===== config.mk =====
export PLATFORM = sky130hd
export DESIGN_NAME = trigger_router
export DESIGN_NICKNAME = d
export VERILOG_FILES = /design/src/rtl/trigger_router.sv
export SDC_FILE = /design/constraint.sdc
export NUM_CORES = 1
export LEC_CHECK = 0
export CAP_MARGIN = 25
export CORE_UTILIZATION = 68
export CTS_CLUSTER_SIZE = 24
export DETAILED_ROUTE_END_ITERATION = 8
export PLACE_DENSITY = 0.86
export SLEW_MARGIN = 0
export SYNTH_ARGS = -nofsm -noshare
export SYNTH_HDL_FRONTEND = slang
export SYNTH_SLANG_ARGS = --single-unit

===== constraint.sdc =====
create_clock -name clk -period 4.9 [get_ports clk]
set_input_delay 0.98 -clock clk [delete_from_list [all_inputs] [get_ports clk]]
set_output_delay 0.98 -clock clk [all_outputs]
set_load 0.02 [all_outputs]

===== src/rtl/trigger_router.sv =====
// trigger_router: synchronizes trigger inputs and routes them to outputs through per-channel PASS/STRETCH/TOGGLE logic
// with shadow configuration that is applied atomically on commit.
module trigger_router #(
  parameter int NUM_IN       = 12,
  parameter int NUM_OUT      = 12,
  parameter int STRETCH_BITS = 16,
  localparam int CW = NUM_OUT > 1 ? $clog2(NUM_OUT) : 1,
  localparam int SW = NUM_IN > 1 ? $clog2(NUM_IN) : 1
) (
  input  logic                    clk,
  input  logic                    rst_n,
  input  logic [NUM_IN-1:0]       trig_in,
  input  logic                    cfg_wr_en,
  input  logic [CW-1:0]           cfg_wr_chan,
  input  logic [SW-1:0]           cfg_wr_src,
  input  logic [1:0]              cfg_wr_mode,
  input  logic                    cfg_wr_invert,
  input  logic [STRETCH_BITS-1:0] cfg_wr_len,
  input  logic                    cfg_commit,
  output logic                    cfg_err,
  output logic [NUM_OUT-1:0]      trig_out
);
  typedef enum logic [1:0] {M_OFF, M_PASS, M_STRETCH, M_TOGGLE} mode_t;

  logic [NUM_IN-1:0] r_sync1, r_sync2, r_prev;
  logic [NUM_IN-1:0] w_rise;
  logic              w_wr_ok;

  assign w_rise  = r_sync2 & ~r_prev;
  assign w_wr_ok = cfg_wr_en && ({1'b0, cfg_wr_chan} < (CW+1)'(NUM_OUT)) &&
                   ({1'b0, cfg_wr_src} < (SW+1)'(NUM_IN));

  always_ff @(posedge clk or negedge rst_n) begin
    if (!rst_n) begin
      r_sync1 <= '0;
      r_sync2 <= '0;
      r_prev  <= '0;
      cfg_err <= 1'b0;
    end else begin
      r_sync1 <= trig_in;
      r_sync2 <= r_sync1;
      r_prev  <= r_sync2;
      cfg_err <= cfg_wr_en && !w_wr_ok;
    end
  end

  for (genvar c = 0; c < NUM_OUT; c++) begin : g_ch
    logic [SW-1:0]           r_sh_src, r_ac_src, w_sh_src;
    mode_t                   r_sh_mode, r_ac_mode, w_sh_mode;
    logic                    r_sh_inv, r_ac_inv, w_sh_inv;
    logic [STRETCH_BITS-1:0] r_sh_len, r_ac_len, w_sh_len;
    logic [STRETCH_BITS-1:0] r_cnt, w_cnt_nxt, w_len_eff;
    logic                    r_tog, w_tog_nxt, w_hit, w_lvl, w_edge, w_res, r_out;

    assign w_hit = w_wr_ok && cfg_wr_chan == CW'(c);

    // the next-shadow view lets a write in the commit cycle reach the active set
    always_comb begin
      w_sh_src  = w_hit ? cfg_wr_src : r_sh_src;
      w_sh_mode = w_hit ? mode_t'(cfg_wr_mode) : r_sh_mode;
      w_sh_inv  = w_hit ? cfg_wr_invert : r_sh_inv;
      w_sh_len  = w_hit ? cfg_wr_len : r_sh_len;
      w_lvl     = r_sync2[r_ac_src];
      w_edge    = w_rise[r_ac_src];
      w_len_eff = r_ac_len == '0 ? STRETCH_BITS'(1) : r_ac_len;
      w_cnt_nxt = w_edge ? w_len_eff : (r_cnt != '0 ? r_cnt - STRETCH_BITS'(1) : '0);
      w_tog_nxt = r_tog ^ w_edge;
      w_res     = r_ac_mode == M_PASS ? w_lvl :
                  r_ac_mode == M_STRETCH ? (w_cnt_nxt != '0) : w_tog_nxt;
    end

    always_ff @(posedge clk or negedge rst_n) begin
      if (!rst_n) begin
        r_sh_src  <= '0;
        r_sh_mode <= M_OFF;
        r_sh_inv  <= 1'b0;
        r_sh_len  <= '0;
        r_ac_src  <= '0;
        r_ac_mode <= M_OFF;
        r_ac_inv  <= 1'b0;
        r_ac_len  <= '0;
        r_cnt     <= '0;
        r_tog     <= 1'b0;
        r_out     <= 1'b0;
      end else begin
        r_sh_src  <= w_sh_src;
        r_sh_mode <= w_sh_mode;
        r_sh_inv  <= w_sh_inv;
        r_sh_len  <= w_sh_len;
        if (cfg_commit) begin
          r_ac_src  <= w_sh_src;
          r_ac_mode <= w_sh_mode;
          r_ac_inv  <= w_sh_inv;
          r_ac_len  <= w_sh_len;
          r_cnt     <= '0;
          r_tog     <= 1'b0;
          r_out     <= 1'b0;
        end else begin
          r_cnt <= w_cnt_nxt;
          r_tog <= w_tog_nxt;
          r_out <= r_ac_mode == M_OFF ? 1'b0 : w_res ^ r_ac_inv;
        end
      end
    end

    assign trig_out[c] = r_out;
  end
endmodule


# [After elaboration in Yosys (flattened, before gate mapping)]
# Cells that the tools add are included.
[classes] multipliers=0 shifts=0 bitwise=26 reduce_logical=65 n_addsub=12 n_div=0 n_mux=204 n_lt_le_gt_ge=14 eq_ne=35
[op_table] operator="$mux W16" n=60
[op_table] operator="$reduce_bool A16 Y1" n=24
[op_table] operator="$logic_not A16 Y1" n=12
[op_table] operator="$sub A16 B1 Y16 const B" n=12
[op_table] operator="$bmux W1 S4" n=24
[op_table] operator="$mux W1" n=96
[op_table] operator="$lt A4 B5 Y1 const B" n=12
[op_table] operator="$mux W4" n=12
[op_table] operator="$eq A2 B1 Y1 const B" n=12
[op_table] operator="$eq A2 B2 Y1 const B" n=12
[op_table] operator="$logic_not A2 Y1" n=12
[op_table] operator="$mux W2" n=12
[op_table] operator="$xor A1 B1 Y1" n=24
[op_table] operator="$eq A4 B3 Y1 const B" n=4
[op_table] operator="$eq A4 B4 Y1 const B" n=4
[op_table] operator="$logic_and A1 B1 Y1" n=15
[op_table] operator="$and A12 B12 Y12" n=1
[op_table] operator="$not A12 Y12" n=1
[op_table] operator="$eq A4 B2 Y1 const B" n=2
[op_table] operator="$lt A4 B4 Y1 const B" n=2
[op_table] operator="$eq A4 B1 Y1 const B" n=1
[op_table] operator="$logic_not A4 Y1" n=1
[op_table] operator="$logic_not A1 Y1" n=1
[totals] mem_bits_rw=0 mem_bits_ro=0 mem_count=0 output_inout_bits=13 elab_cells=492 regBits=805 latchBits=0

# [Logic depth before layout (Yosys ltp)]
[logic_depth] depth_word=11 depth_mapped=11 depth_no_buf=10

# [Worst setup path before layout]
# No wires, ideal clock.
[synth_timing] path_type="input port to flip-flop" startpoint="input port cfg_wr_src[2]" endpoint="register g_ch[8].r_ac_src[0]" path_slack_ns=2.009 arrival_ns=2.772 path_stages=8 setup_ns=0.118 path_cell_list="nand2_1 -> nand2_1 -> or3_1 -> nor3b_1 -> clkbuf_1 -> mux2_2 -> nor2_1 -> nor2_1"
[synth_via] elab_chain_len=4
[synth_lines] item="from (decl)" line="15" rtl="input logic [SW-1:0] cfg_wr_src,"
[synth_lines] item="$lt A4 B4 Y1" line="31" rtl="({1'b0, cfg_wr_src} < (SW+1)'(NUM_IN));"
[synth_lines] item="$logic_and A1 B1 Y1" line="30" rtl="assign w_wr_ok = cfg_wr_en && ({1'b0, cfg_wr_chan} < (CW+1)'(NUM_OUT)) &&"
[synth_lines] item="$logic_and A1 B1 Y1" line="55" rtl="assign w_hit = w_wr_ok && cfg_wr_chan == CW'(c);"
[synth_lines] item="$mux W4" line="59" rtl="w_sh_src = w_hit ? cfg_wr_src : r_sh_src;"
[synth_lines] item="via g_ch[8].w_sh_src[0]" line="48" rtl="logic [SW-1:0] r_sh_src, r_ac_src, w_sh_src;"
[synth_lines] item="to (signal assigned)" line="91" rtl="r_ac_src <= w_sh_src;"
[synth_lines] item="to (decl)" line="48"
# The timed path passes the listed nets, and every way through them passes these cells.
# A chain may end at the register's enable or synchronous reset.

# [Worst setup path after layout]
[layout_timing] startpoint="register r_sync2[8]" endpoint="register g_ch[0].r_out"
[layout_via] elab_chain_len=10 elab_cells_between_ends=13 cone_classes="9 x mux; 3 x bitwise; 1 x reduce/logical"
[layout_lines] item="from (decl)" line="25" rtl="logic [NUM_IN-1:0] r_sync1, r_sync2, r_prev;"
[layout_lines] item="from (signal assigned)" line="41" rtl="r_sync2 <= r_sync1;"
[layout_lines] item="$and A12 B12 Y12" line="29" rtl="assign w_rise = r_sync2 & ~r_prev;"
[layout_lines] item="$bmux W1 S4" line="64" rtl="w_edge = w_rise[r_ac_src];"
[layout_lines] item="$mux W1 (implied by the code)" line="64"
[layout_lines] item="$mux W16" line="66" rtl="w_cnt_nxt = w_edge ? w_len_eff : (r_cnt != '0 ? r_cnt - STRETCH_BITS'(1) : '0);"
[layout_lines] item="$reduce_bool A16 Y1" line="69" rtl="r_ac_mode == M_STRETCH ? (w_cnt_nxt != '0) : w_tog_nxt;"
[layout_lines] item="$mux W1" line="69"
[layout_lines] item="$mux W1 *" line="68" rtl="w_res = r_ac_mode == M_PASS ? w_lvl :"
[layout_lines] item="$xor A1 B1 Y1 *" line="101" rtl="r_out <= r_ac_mode == M_OFF ? 1'b0 : w_res ^ r_ac_inv;"
[layout_lines] item="$mux W1 *" line="101"
[layout_lines] item="$mux W1 *" line="90" rtl="if (cfg_commit) begin"
[layout_lines] item="to (signal assigned)" line="101"
[layout_lines] item="to (decl)" line="53" rtl="logic r_tog, w_tog_nxt, w_hit, w_lvl, w_edge, w_res, r_out;"
# Mark *: on every way between the ends. The rest lies on a longest branch, timed or not. The select of a mux whose other input is x is not followed.

==> flow_summary.toml <==
[outcome]
outcome = "finished, final reports clean"

[cells_and_area]
area_delta_synth_final_pct = 10.53
seqCellArea_um2 = 20140
fin_nets = 3903
multi_input_area_um2 = 17720
fill_cells = 3380
drive_above_1_share_pct = 15.26
design_area_um2 = 43210

[timing]
tns_ps = 0
drv_slew = 0
timing.slew.headroom_pct = 20.43
worstMarginPinSlew_ps = 1190
fin_skew_ps = 29.23
min_period_ps = 3892
final-setup-viol-count = 0
hold_violations = 0
rsz0062_at_grt = "no"
min_period_over_period_pct = 79.44
fmax_ghz = 0.2569

[setup_path]
critical_path_arrival_ps = 4350
cp_max_fo = 15
end_kind = "flop"
cp-start-kind = "flop"
path_class = "flop to flop"
crit_required_ps = 5360

[cts]
cts-buffers-inserted = 81
clkTransAtPathRegs_ps = 60
insertion_delay_ps = 640
htreeDepth = 3
clock_tree.root_cell = "clkbuf_16"
clk_path_buf_depth = 3
clock-sinks = 805
ctsResizeCount = 0
hold_buffers = 0
tritoncts = "built"
post_cts.repair.setup_buffers = 0

[placed_design]
dp_hpwl_mm = 58.91
io_buffers = 55
gp_congestion = 0.9258
dpl-instance-area_um2 = 40270

[grt]
grt_pass1_wl_mm = 162.3
grt_max_degree = 148
grt_usage_pct = 34.93
antenna_found_initial = 10
grt_pass1_vias = 30070
overflow = 0

[synthesis]
avgSynthCellArea_um2 = 10.03
ys_types = 88
yosys.area.top_type_share_pct = 51.53
synth_cells = 3896
synth_most_common_cell = "nor2_1"
synth.area.top_cells = "dfrtp_1 (52%), nor2_1 (11%), mux2_2 (8.3%)"
async_reset_ff_share_pct = 100.0
synthFlopType = "dfrtp_1"
ys_warn_count = 0
synth_edf_count = 0
syn_nets = 3951
synth_seq_cells = 805
synth_top_area_cell = "dfrtp_1"
yosysSeqAreaShare_pct = 51.53
synthTopCellsByCount = "nor2_1 (1121), dfrtp_1 (805), mux2_2 (289)"
synth_area_um2 = 39090

[detailed_routing]
wl_per_cell_um = 21.83
routed-via-count = 30320
ant_nets = 0
drtIter0Drc = 3841
wl_mm = 102.0
firstDrtPassIters = 9
drc_errors = 0
viasPerCell = 6.487

[power]
ir_drop_mv = 0.4262
p_leak_nw = 19.32
p_per_area_nw_per_um2 = 584.3

[run]
maxCapViolations = 0

[worst_hold_path]
hold_path.class = "flop to flop"

[floorplanning]
num_io_pins = 56
placementRows = 87
start_util_pct = 69.07
die_h_um = 241.8
fp.coreArea_um2 = 56600
die_x_um = 241.8
die_area_um2 = 58460
-- metrics by stage --
| step | cells | worst slack (ps) | util, % | hold slack (ps) | total power [mW] |
|---|---|---|---|---|---|
| after floorplan | 3896 | 2009 | - | 331.2 | 16.34 |
| after CTS | 4662 | 1139 | 76.12 | 354.9 | 25.08 |
| after global placement | 4513 | 1062 | 71.02 | 335.9 | 17.98 |
| after detailed placement | 4516 | 923.5 | 71.14 | 338.7 | 18.34 |
| final | 4673 | 1008 | 76.34 | 357.7 | 25.25 |
| after global routing | 4668 | 873.9 | 76.32 | 367.8 | 26.70 |
-- cell type report --
cell class	instances	area share, %
clock inverters	25	0.8194
inverters	54	0.4864
repair buffers	128	3.139
multi-input cells	2778	41.02
flip-flops and latches	805	46.62
clock buffers	121	5.698
diodes	6	0.03475
well taps	756	2.189
-- state kept, by name, indices dropped and copies added (netlist names), 24 cells and up --
register        count
g_ch.r_sh_mode     24
g_ch.r_ac_src      48
g_ch.r_sh_src      48
g_ch.r_sh_len     192
g_ch.r_cnt        192
g_ch.r_ac_mode     24
g_ch.r_ac_len     192
-- worst max-delay path: stages (launching register included) --
cell and delay (ps):
dfrtp_1 610, nand2b_1 530, mux2i_1 190, a32o_1 380, nor2_1 700, a2111oi_0 280
o2111a_1 210, or3_1 300, a211oi_1 520
-- report_power, final --
group	total, mW	leakage [nW]	switching [mW]	internal (mW)
sequential	9.74	10.0	1.50	8.24
clock	6.56	1.38	2.67	3.90
combinational	8.95	7.91	5.01	3.93
-- routing by layer --
layer	vias to the layer above	track usage [%]	part of all wire (%)
li1	13340	-	-
met1	14990	47.62	39
met2	1591	54.31	47
met3	386	6.848	9.2
met4	10	16.96	4.8
met5	-	0	0.059
-- cells in the final DEF, fill, tap and decap left out, types with 27 or more instances in the layout --
cell,instances
or3_1,55
nand2b_1,33
mux4_2,64
a211oi_1,28
inv_1,52
clkbuf_16,85
mux2i_1,115
clkdlybuf4s50_1,53
nor3b_1,29
a21oi_1,137
mux2_2,289
nor4_1,71
or4_1,27
nor3_1,136
nor2b_1,40
nor2_1,1121
buf_4,55
xnor2_1,74
dfrtp_1,805
o21ai_0,58
nand2_1,145
xor2_1,37
-- kinds of logic (layout without fill, tap and decap cells) --
kind of cell	count (synthesis)	count (layout)	share of synthesized area, %
AO/OA/AOI/OAI	375	375	6.190
XOR/XNOR	111	111	2.487
adder cells (fa/ha/maj)	13	13	0.4096
buffers and inverters	313	328	3.239
flip-flops	805	805	51.53
multiplexers	471	471	15.05
other	0	6	0
AND/OR/NAND/NOR	1808	1808	21.10
-- worst paths after layout --
path	slack, ps	cells after the start	startpoint	end
hold / removal	360	0	r_sync1[0]	r_sync2[0]
max in group asynchronous	3360	2	rst_n	g_ch[3].r_sh_len[2]
setup / recovery	1010	8	r_sync2[8]	g_ch[0].r_out
setup reg to reg	1010	8	r_sync2[8]	g_ch[0].r_out
min in group asynchronous	380	1	rst_n	g_ch[9].r_sh_len[11]
hold reg to reg	360	0	r_sync1[0]	r_sync2[0]
Note: power is estimated with default switching activity, not from simulation.
